**config.mk**
```make
export PLATFORM = sky130hd
export DESIGN_NAME = ami_port_merge
export DESIGN_NICKNAME = d
export VERILOG_FILES = /design/src/rtl/ami_port_merge.sv
export SDC_FILE = /design/constraint.sdc
export NUM_CORES = 1
export LEC_CHECK = 0
export BUFFER_PORTS_ARGS = -buffer_cell sky130_fd_sc_hd__clkbuf_2
export CAP_MARGIN = 0
export CELL_PAD_IN_SITES_DETAIL_PLACEMENT = 0
export CELL_PAD_IN_SITES_GLOBAL_PLACEMENT = 1
export CORE_AREA = 2 2 247 249
export DETAILED_ROUTE_END_ITERATION = 8
export DIE_AREA = 0 0 249 251
export PLACE_DENSITY = 0.48
export SKIP_CTS_REPAIR_TIMING = 1
export SLEW_MARGIN = 20
export SYNTH_ARGS = -nofsm -noshare
export SYNTH_HDL_FRONTEND = slang
export SYNTH_SLANG_ARGS = --single-unit
```
**constraint.sdc**
```tcl
create_clock -name clk -period 6.3 [get_ports clk]
set_input_delay 0.315 -clock clk [delete_from_list [all_inputs] [get_ports clk]]
set_output_delay 0.315 -clock clk [all_outputs]
set_load 0.01 [all_outputs]
```
**src/rtl/ami_port_merge.sv**
```systemverilog
// ami_port_merge: merges the block buffer's two AMI request ports onto one memory channel
// and routes in-order read responses back to the issuing port through a tag FIFO.
// Ports:
//   clk, reset          clock; asynchronous active-low reset
//   req_in/req_in_grant upstream requests and per-port accept strobes
//   resp_out/resp_out_grant routed read responses and upstream consume strobes
//   mem_req/mem_req_grant   merged request (output holding register) and memory accept
//   mem_resp/mem_resp_grant in-order read responses from memory and consume strobe
//   outstanding         tag FIFO occupancy
//   err_orphan_resp     sticky: a response arrived with no read outstanding
package ami_port_merge_pkg;
    localparam int ADDR_W = 64;
    localparam int DATA_W = 64;
    localparam int SIZE_W = 6;
    typedef struct packed {
        logic              valid;
        logic              is_write;
        logic [ADDR_W-1:0] addr;
        logic [DATA_W-1:0] data;
        logic [SIZE_W-1:0] size;
    } ami_req_t;
    typedef struct packed {
        logic              valid;
        logic [DATA_W-1:0] data;
        logic [SIZE_W-1:0] size;
    } ami_resp_t;
endpackage

module ami_port_merge
    import ami_port_merge_pkg::*;
#(
    parameter int NUM_IN          = 2,
    parameter int MAX_OUTSTANDING = 8,
    parameter int PORT_W          = 1
) (
    input  logic                clk,
    input  logic                reset,
    input  ami_req_t            req_in [NUM_IN],
    output logic [NUM_IN-1:0]   req_in_grant,
    output ami_resp_t           resp_out [NUM_IN],
    input  logic [NUM_IN-1:0]   resp_out_grant,
    output ami_req_t            mem_req,
    input  logic                mem_req_grant,
    input  ami_resp_t           mem_resp,
    output logic                mem_resp_grant,
    output logic [PORT_W+3:0]   outstanding,
    output logic                err_orphan_resp
);
    localparam int PTR_W = $clog2(MAX_OUTSTANDING);
    localparam int CNT_W = PORT_W + 4;

    logic [PORT_W-1:0] last_q, sel, head;
    logic [PORT_W-1:0] tag_q [MAX_OUTSTANDING];
    logic [PTR_W-1:0]  wr_ptr, rd_ptr;
    logic [NUM_IN-1:0] elig;
    logic              full, empty, ohr_free, any, push, pop;

    // Full is judged without the same-cycle pop so the response grant path never feeds req_in_grant.
    assign full     = outstanding == CNT_W'(MAX_OUTSTANDING);
    assign empty    = outstanding == '0;
    assign ohr_free = !mem_req.valid || mem_req_grant;

    always_comb begin
        for (int i = 0; i < NUM_IN; i++)
            elig[i] = req_in[i].valid && (req_in[i].is_write || !full);
    end

    // Two-port round robin: on a tie the port after the last-granted one wins.
    assign sel          = (elig[0] && elig[1]) ? ~last_q : elig[1];
    assign any          = ohr_free && |elig;
    assign req_in_grant = any ? NUM_IN'(1) << sel : '0;
    assign push         = any && !req_in[sel].is_write;
    assign head         = tag_q[rd_ptr];
    assign pop          = !empty && mem_resp.valid && mem_resp_grant;

    // With nothing outstanding the response is swallowed as an orphan.
    always_comb begin
        for (int i = 0; i < NUM_IN; i++) begin
            resp_out[i]       = mem_resp;
            resp_out[i].valid = mem_resp.valid && !empty && head == PORT_W'(i);
        end
        mem_resp_grant = empty ? mem_resp.valid : resp_out_grant[head];
    end

    always_ff @(posedge clk or negedge reset) begin
        if (!reset) begin
            mem_req         <= '0;
            last_q          <= PORT_W'(NUM_IN - 1);
            wr_ptr          <= '0;
            rd_ptr          <= '0;
            outstanding     <= '0;
            err_orphan_resp <= 1'b0;
        end else begin
            if (any) begin
                mem_req <= req_in[sel];
                last_q  <= sel;
            end else if (mem_req_grant) begin
                mem_req <= '0;
            end
            if (push) wr_ptr <= wr_ptr + PTR_W'(1);
            if (pop) rd_ptr <= rd_ptr + PTR_W'(1);
            outstanding <= outstanding + CNT_W'(push) - CNT_W'(pop);
            if (empty && mem_resp.valid) err_orphan_resp <= 1'b1;
        end
    end

    always_ff @(posedge clk) begin
        if (push) tag_q[wr_ptr] <= sel;
    end
endmodule

```
==> flow_summary.json <==
{
  "avgSynthCellArea_sq_um": 9.20,
  "slew_headroom_pct": 35.4,
  "ant_nets": 0,
  "hold_viol": 0,
  "drive_above_1_share_pct": 38.7,
  "synth_seq_cells": 157,
  "core_sq_um": 59800,
  "vias": 8475,
  "hold_path_class": "in -> reg",
  "clock_sinks": 157,
  "required_ps": 5980,
  "clock.fmax_mhz": 290,
  "path_max_fanout": 55,
  "io_buffers": 424,
  "wl_per_cell_um": 18.0,
  "postPlaceCellArea_sq_um": 10900,
  "vias_per_cell": 4.17,
  "cap_violations": 0,
  "num_rows": 90,
  "worst_pin_slew_ps": 969,
  "yosys.area_share.simple_pct": 16.6,
  "drt_wl_total_mm": 36.6,
  "dp.cells": 1999,
  "cts_tree": "built",
  "io_pins": 635,
  "synthXorXnorAreaFrac_pct": 0.753,
  "ys.flop_type": "dfrtp_1",
  "drtIter0Drc": 405,
  "path_class": "reg -> out",
  "peakVddDrop_mv": 0.201,
  "final_util_pct": 19.4,
  "first_pass_iters": 5,
  "setup-violations-final": 0,
  "worst_slack_ps": 2850,
  "preCtsSetupSlack_ps": 3180,
  "syn_area_sq_um": 9310,
  "worst_path_dominant_cell_family": "buffers and inverters",
  "die_w_um": 249,
  "crit_chain": "inv_1 > ha_1 > or4b_4 > o211ai_4 > buf_4 > and2_1 > clkbuf_2",
  "fin_skew_ps": 8.77,
  "synthAdderAreaFrac_pct": 1.43,
  "syn_to_final_growth_pct": 24.4,
  "seq_area_frac_synth_pct": 42.7,
  "synth_compound_area_share_pct": 14.5,
  "grt_pass1_wl_mm": 55.4,
  "synth_edf_count": 8,
  "n_antenna_cell": 0,
  "ys_types": 47,
  "grt_max_degree": 78,
  "cp_slowest_cell": "buf_4",
  "cts_buffers": 17,
  "grt_overflow": 0,
  "die_h_um": 251,
  "dieArea_sq_um": 62500,
  "power_density_nw_per_um2": 328,
  "synth_top_area_share_pct": 39.8,
  "synthTopCellsByArea": "dfrtp_1, nand3_1, o311ai_1",
  "grt_pass1_vias": 8977,
  "crit_path_max_incr_delay_ps": 670,
  "yosys_warnings": 0,
  "cp_num_buf_inv": 3,
  "grt.total_usage_pct": 11.6,
  "initial_utilization_pct": 15.6,
  "dp_hpwl_mm": 25.0,
  "synth.area.mux_share_pct": 1.21,
  "ys_async_sr_fraction_pct": 94.9,
  "final_area_sq_um": 11600,
  "clock_latency_ps": 470,
  "status": "complete, no violations",
  "syn_inst": 1011,
  "final_max_slew_viol_count": 0,
  "antenna_found_initial": 0,
  "drc": 0,
  "cts_root_buf": "clkbuf_16",
  "cts.clk_slew.worst_paths_ps": 70,
  "crit_arrival_ps": 3130,
  "cts_buffer_depth": 2,
  "synth_top_family_by_area": "buffers and inverters",
  "period_share_pct": 54.8,
  "yosysTopAreaCell": "dfrtp_1",
  "crit_path_start_kind": "flip-flop",
  "final_nets": 1595,
  "p_leak_nw": 5.41,
  "finalNonFillerCells": 2032,
  "period_needed_ps": 3450,
  "htreeDepth": 4,
  "synth_nets": 1369,
  "setup_tns_ps": 0,
  "worstSetupEndpointType": "primary output",
  "place.gp.congestion": 0.739,
  "rsz0062_at_grt": "false"
}
-- per-stage QoR --
stage                     total power [mW]  hold WS (ps)
final                                 3.79          69.8
after floorplan                       2.24          19.4
after detailed placement              2.69           422
after global placement                2.69           440
after global routing                  4.05          36.4
after CTS                             3.89          -119
-- routing by layer --
layer,global-route usage [%],part of all wire (%)
met1,13.7,42
met2,18.7,47
met3,4.40,8.0
met5,0,0
met4,5.06,3.1
-- sequential cells by signal, summed over array words and instances, names as in the netlist --
name             count
tag_q                8
rd_ptr               3
mem_req            136
err_orphan_resp      1
wr_ptr               3
last_q               1
outstanding          5
-- cell usage after synthesis (2+ instances only) --
| master | number |
|---|---|
| nor2b_1 | 3 |
| buf_4 | 142 |
| nand2_1 | 5 |
| o211a_1 | 3 |
| o311ai_0 | 4 |
| nand3_1 | 273 |
| buf_2 | 18 |
| and2_1 | 3 |
| ha_1 | 9 |
| buf_1 | 9 |
| nor3b_1 | 2 |
| nor3_1 | 2 |
| nor4b_1 | 2 |
| mux2i_1 | 2 |
| clkbuf_1 | 43 |
| inv_1 | 143 |
| dfrtp_1 | 148 |
| mux4_2 | 2 |
| xor2_1 | 4 |
| buf_6 | 12 |
| xnor2_1 | 4 |
| o21ai_4 | 2 |
| a21oi_1 | 4 |
| nand4_1 | 2 |
| mux2_2 | 3 |
| nor2_1 | 5 |
| o311ai_1 | 129 |
| edfxtp_1 | 8 |
| buf_8 | 7 |
-- placed cells by master (no fill, tap or decap), drive strengths merged, types with 2 or more instances in the layout --
cell type	count
nand4	2
nand2	5
mux4	2
o311ai	134
o211a	3
xor2	4
o21ai	3
dfrtp	148
nor3b	2
bufinv	3
ha	9
a21oi	5
nor2	5
xnor2	4
mux2i	3
edfxtp	8
o211ai	2
buf	15
nor2b	3
inv	144
or4b	2
clkbuf	445
and2	3
nand3	273
nor4b	2
clkinv	6
mux2	3
nor3	2
-- path summary, 6_finish.rpt --
check,startpoint,cells past startpoint,endpoint,slack [ps]
setup / recovery,outstanding[2],7,req_in_grant[0],2850
hold / removal,req_in[34],3,mem_req[34],70
setup reg to reg,outstanding[2],13,outstanding[4],3200
hold reg to reg,err_orphan_resp,1,err_orphan_resp,480
max in group asynchronous,reset,3,mem_req[130],4900
min in group asynchronous,reset,2,mem_req[59],430
-- where the power goes --
part / switching (mW) / total [mW] / internal (mW)
Sequential: 0.167 / 1.41 / 1.25
Combinational: 0.746 / 1.24 / 0.495
Clock: 0.472 / 1.14 / 0.666
-- layout make-up --
cell class | instances | area [sq um]
Timing Repair Buffer | 438 | 2250
Multi-Input combinational cell | 479 | 3220
Tap cell | 782 | 978
Clock inverter | 9 | 133
Clock buffer | 23 | 488
Fill cell | 6703 | 48200
Inverter | 144 | 541
Sequential cell | 157 | 3970
-- worst reg2reg max path: cells and delay by family (launching register included) --
family                     cells  cell delay, ps
AOI/OAI and AO/OA              1             150
xor gates and xnor gates       1             120
adders and majority gates      4            1090
buffers and inverters          2             150
DFF                            1             400
muxes                          1             110
and+or+nand+nor                4            1020
-- kinds of logic after synthesis --
family,after synthesis
AO/OA/AOI/OAI,151
buffers and inverters,375
flip-flops,157
multiplexers,8
adder cells (fa/ha/maj),10
XOR/XNOR,8
AND/OR/NAND/NOR,302
(Power assumes the default switching activity.)
